--- src/rtl/regfile_scoreboard_pkg.sv ---
// Shared types and default parameters for the register file with pending scoreboard.
// Optional write-to-read bypass is enabled by defining REGFILE_SCOREBOARD_WRITE_BYPASS_EN.
package regfile_scoreboard_pkg;

  // Defaults used by the CPU top when instantiating the block unparametrised.
  localparam int DEF_DATA_WIDTH     = 32;
  localparam int DEF_NUM_REGS       = 16;
  localparam int DEF_NUM_READ_PORTS = 3;
  localparam int DEF_SEL_WIDTH      = $clog2(DEF_NUM_REGS);

  // Clear sequencer states.
  typedef enum logic {
    ST_CLEAR = 1'b0,
    ST_READY = 1'b1
  } state_e;

  // Inputs of a default-parameter instance, bundled for the CPU top.
  typedef struct packed {
    logic [DEF_NUM_READ_PORTS*DEF_SEL_WIDTH-1:0] read_sel;
    logic                                        write_en;
    logic [DEF_SEL_WIDTH-1:0]                    write_sel;
    logic [DEF_DATA_WIDTH-1:0]                   write_data;
    logic                                        reserve_en;
    logic [DEF_SEL_WIDTH-1:0]                    reserve_sel;
    logic                                        flush;
  } port_in_s;

  // Outputs of a default-parameter instance.
  typedef struct packed {
    logic                                         ready;
    logic [DEF_NUM_READ_PORTS*DEF_DATA_WIDTH-1:0] read_data;
    logic [DEF_NUM_READ_PORTS-1:0]                read_pending;
  } port_out_s;

endpackage

--- src/rtl/regfile_scoreboard_if.sv ---
// Decode/writeback bus of the register file scoreboard.
// The slave modport is the register file; the master modport is the pipeline side.
// Bypass behaviour selected elsewhere by REGFILE_SCOREBOARD_WRITE_BYPASS_EN.
interface regfile_scoreboard_if #(
  parameter int DATA_WIDTH     = regfile_scoreboard_pkg::DEF_DATA_WIDTH,
  parameter int NUM_REGS       = regfile_scoreboard_pkg::DEF_NUM_REGS,
  parameter int NUM_READ_PORTS = regfile_scoreboard_pkg::DEF_NUM_READ_PORTS
) ();

  localparam int SEL_WIDTH = $clog2(NUM_REGS);

  logic                                 ready;
  logic [NUM_READ_PORTS*SEL_WIDTH-1:0]  read_sel;
  logic [NUM_READ_PORTS*DATA_WIDTH-1:0] read_data;
  logic [NUM_READ_PORTS-1:0]            read_pending;
  logic                                 write_en;
  logic [SEL_WIDTH-1:0]                 write_sel;
  logic [DATA_WIDTH-1:0]                write_data;
  logic                                 reserve_en;
  logic [SEL_WIDTH-1:0]                 reserve_sel;
  logic                                 flush;

  modport slave (
    input  read_sel, write_en, write_sel, write_data, reserve_en, reserve_sel, flush,
    output ready, read_data, read_pending
  );

  modport master (
    output read_sel, write_en, write_sel, write_data, reserve_en, reserve_sel, flush,
    input  ready, read_data, read_pending
  );

endinterface

--- src/rtl/regfile_scoreboard_read_port.sv ---
// One synchronous read port: register 0 reads as zero, nothing is returned until
// the clear sweep is done, and with REGFILE_SCOREBOARD_WRITE_BYPASS_EN defined a
// same-cycle write to the selected register is forwarded.
module regfile_scoreboard_read_port #(
  parameter int DATA_WIDTH = 32,
  parameter int SEL_WIDTH  = 4
) (
  input  logic                  clk,
  input  logic                  rst_n,
  input  logic                  i_ready,
  input  logic [SEL_WIDTH-1:0]  i_sel,
  input  logic [DATA_WIDTH-1:0] i_mem_data,
  input  logic                  i_mem_pending,
  input  logic                  i_wr_en,
  input  logic [SEL_WIDTH-1:0]  i_wr_sel,
  input  logic [DATA_WIDTH-1:0] i_wr_data,
  input  logic                  i_pend_next,
  output logic [DATA_WIDTH-1:0] o_data,
  output logic                  o_pending
);

  logic [DATA_WIDTH-1:0] w_data_d;
  logic                  w_pend_d;
  logic [DATA_WIDTH-1:0] r_data;
  logic                  r_pending;

  // Select what this port captures at the next edge.
  always_comb begin
    w_data_d = '0;
    w_pend_d = 1'b0;
    if (i_ready && (i_sel != '0)) begin
      w_data_d = i_mem_data;
      w_pend_d = i_mem_pending;
`ifdef REGFILE_SCOREBOARD_WRITE_BYPASS_EN
      // i_sel is nonzero here, so a match also means the write itself is live.
      if (i_wr_en && (i_wr_sel == i_sel)) begin
        w_data_d = i_wr_data;
        w_pend_d = i_pend_next;
      end
`endif
    end
  end

`ifndef REGFILE_SCOREBOARD_WRITE_BYPASS_EN
  // Forwarding inputs are only consumed when the bypass is built in.
  logic w_unused_bypass;
  assign w_unused_bypass = ^{i_wr_en, i_wr_sel, i_wr_data, i_pend_next};
`endif

  // Registered read outputs, cleared by reset.
  always_ff @(posedge clk or negedge rst_n) begin
    if (!rst_n) begin
      r_data    <= '0;
      r_pending <= 1'b0;
    end else begin
      r_data    <= w_data_d;
      r_pending <= w_pend_d;
    end
  end

  assign o_data    = r_data;
  assign o_pending = r_pending;

endmodule

--- src/rtl/regfile_scoreboard.sv ---
// Parametrised register file with per-register pending scoreboard and a post-reset
// clear sweep. Register 0 is hardwired zero. Decode reads and reserves destinations,
// writeback writes them and clears their pending bit; flush clears every pending bit.
// Define REGFILE_SCOREBOARD_WRITE_BYPASS_EN to forward same-cycle writes to readers.
module regfile_scoreboard
  import regfile_scoreboard_pkg::*;
#(
  parameter int DATA_WIDTH     = DEF_DATA_WIDTH,
  parameter int NUM_REGS       = DEF_NUM_REGS,
  parameter int NUM_READ_PORTS = DEF_NUM_READ_PORTS
) (
  input logic                clk,
  input logic                rst_n,
  regfile_scoreboard_if.slave rf
);

  localparam int SEL_WIDTH = $clog2(NUM_REGS);

  localparam logic [0:0] S_CLEAR = 1'(ST_CLEAR);
  localparam logic [0:0] S_READY = 1'(ST_READY);

  localparam logic [SEL_WIDTH-1:0] LAST_IDX  = SEL_WIDTH'(NUM_REGS - 1);
  localparam logic [SEL_WIDTH-1:0] FIRST_IDX = SEL_WIDTH'(1);

  logic [0:0]            r_state;
  logic [SEL_WIDTH-1:0]  r_clear_idx;
  logic                  w_ready;

  logic [NUM_REGS-1:0]   r_pending;
  logic [NUM_REGS-1:0]   w_pending_next;

  logic [DATA_WIDTH-1:0] r_mem [NUM_REGS];
  logic                  w_mem_we;
  logic [SEL_WIDTH-1:0]  w_mem_sel;
  logic [DATA_WIDTH-1:0] w_mem_data;

  logic [DATA_WIDTH-1:0] w_port_data    [NUM_READ_PORTS];
  logic                  w_port_pending [NUM_READ_PORTS];

  assign w_ready  = (r_state == S_READY);
  assign rf.ready = w_ready;

  // Clear sequencer: sweep entries 1..NUM_REGS-1 once after reset, then stay ready.
  // NOTE: state registers use non-blocking assignments so every flop samples
  // pre-edge values regardless of block ordering.
  always_ff @(posedge clk or negedge rst_n) begin
    if (!rst_n) begin
      r_state     <= S_CLEAR;
      r_clear_idx <= FIRST_IDX;
    end else if (r_state == S_CLEAR) begin
      if (r_clear_idx == LAST_IDX) begin
        r_state <= S_READY;
      end else begin
        r_clear_idx <= r_clear_idx + FIRST_IDX;
      end
    end
  end

  // Next pending vector: write clears, flush clears all, reserve sets (and wins
  // over a same-cycle write, being the newer producer). Bit 0 never gets set.
  // NOTE: every combinational output gets a default first so no path leaves it
  // unassigned, which would infer a latch.
  always_comb begin
    w_pending_next = r_pending;
    if (w_ready) begin
      if (rf.write_en && (rf.write_sel != '0)) begin
        w_pending_next[rf.write_sel] = 1'b0;
      end
      if (rf.flush) begin
        w_pending_next = '0;
      end else if (rf.reserve_en && (rf.reserve_sel != '0)) begin
        w_pending_next[rf.reserve_sel] = 1'b1;
      end
    end
  end

  // Pending scoreboard, cleared by reset.
  always_ff @(posedge clk or negedge rst_n) begin
    if (!rst_n) begin
      r_pending <= '0;
    end else begin
      r_pending <= w_pending_next;
    end
  end

  // Array write port: the clear sweep owns it until ready, then writeback does.
  always_comb begin
    w_mem_we   = 1'b0;
    w_mem_sel  = rf.write_sel;
    w_mem_data = rf.write_data;
    if (r_state == S_CLEAR) begin
      w_mem_we   = 1'b1;
      w_mem_sel  = r_clear_idx;
      w_mem_data = '0;
    end else if (rf.write_en && (rf.write_sel != '0)) begin
      w_mem_we = 1'b1;
    end
  end

  // Register array storage; entry 0 is never written and is masked on read.
  // NOTE: the array has no reset so it maps onto plain storage; the clear
  // sweep gives it defined contents instead.
  always_ff @(posedge clk) begin
    if (w_mem_we) begin
      r_mem[w_mem_sel] <= w_mem_data;
    end
  end

  for (genvar p = 0; p < NUM_READ_PORTS; p++) begin : g_port
    logic [SEL_WIDTH-1:0] w_sel;
    assign w_sel = rf.read_sel[p*SEL_WIDTH +: SEL_WIDTH];

    regfile_scoreboard_read_port #(
      .DATA_WIDTH (DATA_WIDTH),
      .SEL_WIDTH  (SEL_WIDTH)
    ) u_read_port (
      .clk           (clk),
      .rst_n         (rst_n),
      .i_ready       (w_ready),
      .i_sel         (w_sel),
      .i_mem_data    (r_mem[w_sel]),
      .i_mem_pending (r_pending[w_sel]),
      .i_wr_en       (rf.write_en),
      .i_wr_sel      (rf.write_sel),
      .i_wr_data     (rf.write_data),
      .i_pend_next   (w_pending_next[w_sel]),
      .o_data        (w_port_data[p]),
      .o_pending     (w_port_pending[p])
    );
  end

  // Pack per-port results onto the flattened bus outputs.
  always_comb begin
    rf.read_data    = '0;
    rf.read_pending = '0;
    for (int p = 0; p < NUM_READ_PORTS; p++) begin
      rf.read_data[p*DATA_WIDTH +: DATA_WIDTH] = w_port_data[p];
      rf.read_pending[p]                       = w_port_pending[p];
    end
  end

endmodule

--- src/flat_wrapper.sv ---
// flat-port wrapper written by rule: the top's interface ports become plain ports
module regfile_scoreboard_flat import regfile_scoreboard_pkg::*;
#(
  parameter int DATA_WIDTH     = DEF_DATA_WIDTH,
  parameter int NUM_REGS       = DEF_NUM_REGS,
  parameter int NUM_READ_PORTS = DEF_NUM_READ_PORTS
)
  (clk, rst_n, rf_read_sel, rf_write_en, rf_write_sel, rf_write_data, rf_reserve_en, rf_reserve_sel, rf_flush, rf_ready, rf_read_data, rf_read_pending);
  regfile_scoreboard_if #(.DATA_WIDTH(DATA_WIDTH), .NUM_REGS(NUM_REGS), .NUM_READ_PORTS(NUM_READ_PORTS)) rf_i ();
  input logic clk;
  input logic rst_n;
  input wire logic [$bits(rf_i.read_sel)-1:0] rf_read_sel;
  input wire logic [$bits(rf_i.write_en)-1:0] rf_write_en;
  input wire logic [$bits(rf_i.write_sel)-1:0] rf_write_sel;
  input wire logic [$bits(rf_i.write_data)-1:0] rf_write_data;
  input wire logic [$bits(rf_i.reserve_en)-1:0] rf_reserve_en;
  input wire logic [$bits(rf_i.reserve_sel)-1:0] rf_reserve_sel;
  input wire logic [$bits(rf_i.flush)-1:0] rf_flush;
  output wire logic [$bits(rf_i.ready)-1:0] rf_ready;
  output wire logic [$bits(rf_i.read_data)-1:0] rf_read_data;
  output wire logic [$bits(rf_i.read_pending)-1:0] rf_read_pending;
  assign rf_i.read_sel = rf_read_sel;
  assign rf_i.write_en = rf_write_en;
  assign rf_i.write_sel = rf_write_sel;
  assign rf_i.write_data = rf_write_data;
  assign rf_i.reserve_en = rf_reserve_en;
  assign rf_i.reserve_sel = rf_reserve_sel;
  assign rf_i.flush = rf_flush;
  assign rf_ready = rf_i.ready;
  assign rf_read_data = rf_i.read_data;
  assign rf_read_pending = rf_i.read_pending;
  regfile_scoreboard #(.DATA_WIDTH(DATA_WIDTH), .NUM_REGS(NUM_REGS), .NUM_READ_PORTS(NUM_READ_PORTS)) u_core (.clk(clk), .rst_n(rst_n), .rf(rf_i));
endmodule
--- config.mk ---
export PLATFORM = sky130hd
export DESIGN_NAME = regfile_scoreboard_flat
export DESIGN_NICKNAME = d
export VERILOG_FILES = /design/src/rtl/regfile_scoreboard_pkg.sv /design/src/rtl/regfile_scoreboard_if.sv /design/src/rtl/regfile_scoreboard_read_port.sv /design/src/rtl/regfile_scoreboard.sv /design/src/flat_wrapper.sv
export SDC_FILE = /design/constraint.sdc
export NUM_CORES = 1
export LEC_CHECK = 0
export ABC_AREA = 0
export CAP_MARGIN = 20
export CORE_UTILIZATION = 50
export DETAILED_ROUTE_END_ITERATION = 10
export HOLD_SLACK_MARGIN = 0.1
export PLACE_DENSITY = 0.78
export REMOVE_ABC_BUFFERS = 1
export SLEW_MARGIN = 0
export SYNTH_ARGS = -nofsm -noshare
export SYNTH_HDL_FRONTEND = slang
export SYNTH_HIERARCHICAL = 1
export SYNTH_SLANG_ARGS = --single-unit
--- constraint.sdc ---
create_clock -name clk -period 6.7 [get_ports clk]
set_input_delay 1.675 -clock clk [delete_from_list [all_inputs] [get_ports clk]]
set_output_delay 1.675 -clock clk [all_outputs]
set_load 0.05 [all_outputs]
### Yosys cells after proc, flatten, opt, wreduce, memory -nomap -nowiden

Memory sizes are Yosys's and may differ from the RTL's.
Cells that the tools add are included.

| operators by class | value |
|---|---|
| $lt $le $gt $ge | 7 |
| reduce and logical (&&, ||, !) cells | 13 |
| bitwise operators | 5 |
| eq/ne operators | 1 |
| multiplexer cells | 28 |
| add/sub/neg operators | 1 |

Operators with widths:

| operator | count |
|---|---|
| $mux W32 | 4 |
| $mux W16 | 4 |
| $lt A4 B5 Y1 const B | 5 |
| $reduce_bool A4 Y1 | 5 |
| $and A16 B16 Y16 | 1 |
| $not A16 Y16 | 1 |
| $or A16 B16 Y16 | 1 |
| $mux W1 | 14 |
| $bmux W1 S4 | 3 |
| $demux W1 S4 | 2 |
| $ge A4 B1 Y1 const B | 2 |
| $logic_and A1 B1 Y1 | 7 |
| $add A4 B1 Y4 const B | 1 |
| $eq A4 B4 Y1 const B | 1 |
| $mux W4 | 1 |
| $not A1 Y1 | 2 |
| $reduce_and A2 Y1 | 1 |

| storage, ports and cells | value |
|---|---|
| memory bits (writable) | 512 |
| register bits after elaboration | 120 |
| output and inout port bits | 100 |
| logic and storage cells | 65 |
| memories kept | 1 |

Memories:

| name | depth | bits a word | rd ports | clocked after memory_dff | write ports | line | text |
|---|---|---|---|---|---|---|---|
| u_core.r_mem | 16 | 32 | 3 | 0 | 1 | regfile_scoreboard.sv:32 | `logic [DATA_WIDTH-1:0] r_mem [NUM_REGS];` |

### Logic depth before layout (Yosys ltp)

| depth | value |
|---|---|
| word-level depth | 11 |
| mapped depth | 6 |
| mapped depth without buffers | 5 |

### By module

The synthesis kept the hierarchy.

By module, submodules not included:

| module | cells an instance | area an instance (sq um) | sequential area each (sq um) | times used |
|---|---|---|---|---|
| regfile_scoreboard | 1383 | 29075.4 | 15901.5 | 1 |
| regfile_scoreboard_read_port | 73 | 1092.3 | 825.8 | 3 |

### Least setup slack after synthesis

No wires, ideal clock.

| path | value |
|---|---|
| path type | input-to-reg |
| start | in rf_write_sel[1] |
| end | mem u_core.r_mem[10][0], enable pin |
| library setup time | 0.421 ns |
| data required time | 6.279 ns |
| slack | 2.401 ns |
| cell stages on the path | 6 |
| data arrival time | 3.878 ns |
| buffers on the path | 1 |
| path through | buf_2 nor3_1 nor3b_1 a21oi_1 or2_2 nor2_1 |

| on the way | value |
|---|---|
| longest elaborated chain between the ends | 6 |
| elaborated cells between the ends (all ways) | 7 |

Ends and longest elaborated chain:

| what | line | text |
|---|---|---|
| start, declared | flat_wrapper.sv:14 | `input wire logic [$bits(rf_i.write_sel)-1:0] rf_write_sel;` |
| $reduce_bool A4 Y1 | regfile_scoreboard.sv:95 | `end else if (rf.write_en && (rf.write_sel != '0)) begin` |
| $logic_and A1 B1 Y1 | regfile_scoreboard.sv:95 |  |
| $mux W1 | regfile_scoreboard.sv:95 |  |
| $mux W1 | regfile_scoreboard.sv:91 | `if (r_state == S_CLEAR) begin` |
| $mux W1 | regfile_scoreboard.sv:104 | `if (w_mem_we) begin` |
| $mux W1 (implied by the code) | regfile_scoreboard.sv:105 | `r_mem[w_mem_sel] <= w_mem_data;` |
| end, declared | regfile_scoreboard.sv:32 |  |

Parallel ways exist; a longest one is shown, timed or not.

### Final worst setup path

| path | value |
|---|---|
| start | in rf_write_sel[1] |
| end | mem u_core.r_mem[1][4], enable pin |

The elaborated chain is that of the path after synthesis.

==> metrics.md <==
| Metric | Value |
|---|---|
| Status | `completed` |
| Setup TNS | `0 ps` |
| Clk_lat worst skew | `slightly above 600 ps` |
| Initial core utilization | `50.49%` |
| Avg Cell Area, Syn | `around 21 sq um` |
| Final Hold Viols | `0` |
| Max-slew headroom | `19.43%` |
| Nets | `between 1,500 and 2,000` |
| DIE AREA | `0.06460 sq mm` |
| Core Box Area | `0.06297 sq mm` |
| Worst-Margin Slew | `1209 ps` |
| Critical Path AT | `4600 ps` |
| Share of cells above drive strength 1 | `about two fifths` |
| Site Rows | `92` |
| Setup violators final | `0` |
| Grt total ovfl | `0` |
| Crit end category | `register` |
| Post-route cell area | `0.03644 sq mm` |
| Crit path time final | `4300 ps` |
| CTS Buffer Depth | `3` |
| CTS Hold Buffers Added | `0` |
| WHS | `548.0 ps` |
| Slew Limit Fails | `0` |
| Mapped Cells | `1,524` |
| Max incr delay on CP | `slightly above 900 ps` |
| CTS tree | `done` |
| Largest net degree at the start of global routing | `110` |
| Post-DP HPWL | `between 40 and 50 mm` |
| Initial antenna violation count | `3` |
| Critical Path Start Type | `input port` |
| Post-route DRC violation count | `0` |
| Drt first pass iters | `5` |
| Vias | `17,878` |
| Number of clock sinks | `632` |
| CTS resizes | `0` |
| PD cells | `approximately 260 mW/mm^2` |
| IO Count | `157` |
| Wirelength per Cell | `33.08 um` |
| Clock-pin slew on the worst setup and hold paths | `around 60 ps` |
| Final WS setup | `2400 ps` |
| Gpl congestion | `0.8263` |
| Clk_skew | `about 35 ps` |
| First-pass GRT wire length | `about 120 mm` |
| Area Growth Syn to Fin | `14.61%` |
| Port Buffers | `156` |
| Worst Path Max Fanout | `23` |
| DRT Wirelength | `~84 mm` |
| Worst hold path class | `register to register` |
| Die Wd | `254.2 um` |
| Clock Root Buffer | `clkbuf_16` |
| Die Ht | `254.2 um` |
| H-Tree Depth | `3` |
| N_diodes | `0` |
| Vias in the first global route | `18,677` |
| Peak supply drop | `0.1806 mV` |
| Placed cell areas | `0.03417 sq mm` |
| Overall Global Routing Usage | `26.85%` |
| Post-CTS setup buffers | `0` |
| Reg2Reg Depth | `4` |
| Detail-routed via count per cell | `7.030` |
| Yosys warnings | `6` |
| Cells along the critical path | `clkdlybuf4s50_1 -> nor3_1 -> nor3b_1 -> a21oi_1 -> nand2b_1 -> nor2_4 -> buf_4` |
| Hold depth | `2` |
| RSZ-0062 raised after global routing | `false` |
| CTS buffer count | `67` |
| Drt initial violations | `2,311` |
| Kind of critical path | `input port to register` |
| Worst slack, placed | `1807 ps` |
| Worst Path Required | `about 7000 ps` |
| F_max | `232.6 MHz` |
| Remaining antenna violation count | `0` |
| Leak | `0.01199 uW` |
| Mapped cell area | `0.03179 sq mm` |
| Tcrit/Tclk final | `64.18%` |
| Slowest CP cell | `nor2_4` |
| Max cap viols | `0` |
[registers in the layout, indices dropped and copies added, names as in the netlist]
register / flops
u_core/r_clear_idx: 4
u_core/r_mem: 512
u_core/g_port.u_read_port/o_pending: 3
u_core/g_port.u_read_port/o_data: 96
u_core/rf.ready: 1
u_core/r_pending: 16
[report_power, final]
group / internal (uW) / switching [uW] / total, uW
sequential: 4330 / 28.0 / 4360
combinational: 492 / 681 / 1170
clock: 2270 / 1570 / 3840
total: 7100 / 2280 / 9380
[worst paths after layout]
kind / start / end / slack, ps
setup / recovery: rf_write_sel[1] / u_core/r_mem[1][4]$_DFFE_PP_ / 2400
hold / removal: u_core/r_clear_idx[0]$_DFFE_PN1P_ / u_core/r_clear_idx[0]$_DFFE_PN1P_ / 550
hold reg to reg: u_core/r_clear_idx[0]$_DFFE_PN1P_ / u_core/r_clear_idx[0]$_DFFE_PN1P_ / 550
max in group asynchronous: rst_n / u_core/rf.ready$_DFF_PN0_ / 4380
setup reg to reg: u_core/rf.ready$_DFF_PN0_ / u_core/r_mem[15][19]$_DFFE_PP_ / 2990
min in group asynchronous: rst_n / u_core/r_pending[0]$_DFF_PN0_ / 1030
[metal layers]
layer / up-vias / share of wire, % / global-route usage (%)
li1: 6933 / - / -
met1: 9577 / 35 / 35.30
met2: 1193 / 52 / 44.64
met3: 173 / 9.5 / 5.542
met4: 2 / 3.3 / 9.862
met5: - / 0.015 / 0
[metrics by stage]
stage          total power, uW  std cells  utilization (%)
4_1_cts                   9421       2543            57.87
2_1_floorplan             5118       1378                -
5_1_grt                   9621       2543            57.87
6_report                  9376       2543            57.87
3_5_place_dp              5615       2419            54.27
3_3_place_gp              5603       2419            54.27
[critical path, delay by kind of cell]
| kind | cells | cell delay, ps |
|---|---|---|
| compound gates | 1 | 140 |
| buf+inv | 2 | 1100 |
| simple gates | 4 | 1670 |
[area by class of cell]
class | count | area (sq um)
fill | 4451 | 26530
clock inverter | 36 | 420.4
timing repair buffer | 195 | 1877
sequential | 632 | 18380
inverter | 6 | 22.52
tap | 846 | 1059
multi-input combinational | 740 | 12830
clock buffer | 88 | 1849
[cell usage in the layout, fill, tap and decap left out, types with 7 or more instances in the layout]
cell type        instances
edfxtp_1               512
mux4_2                 495
clkdlybuf4s50_1        146
dfrtp_1                118
and3_1                  91
clkbuf_16               70
buf_4                   38
and2_1                  36
nand2_1                 31
nor2_4                  16
clkbuf_1                15
clkinv_2                10
o211ai_1                10
and3_2                   9
bufinv_16                8
clkinv_1                 7
Power figures use the tool's default switching activity.
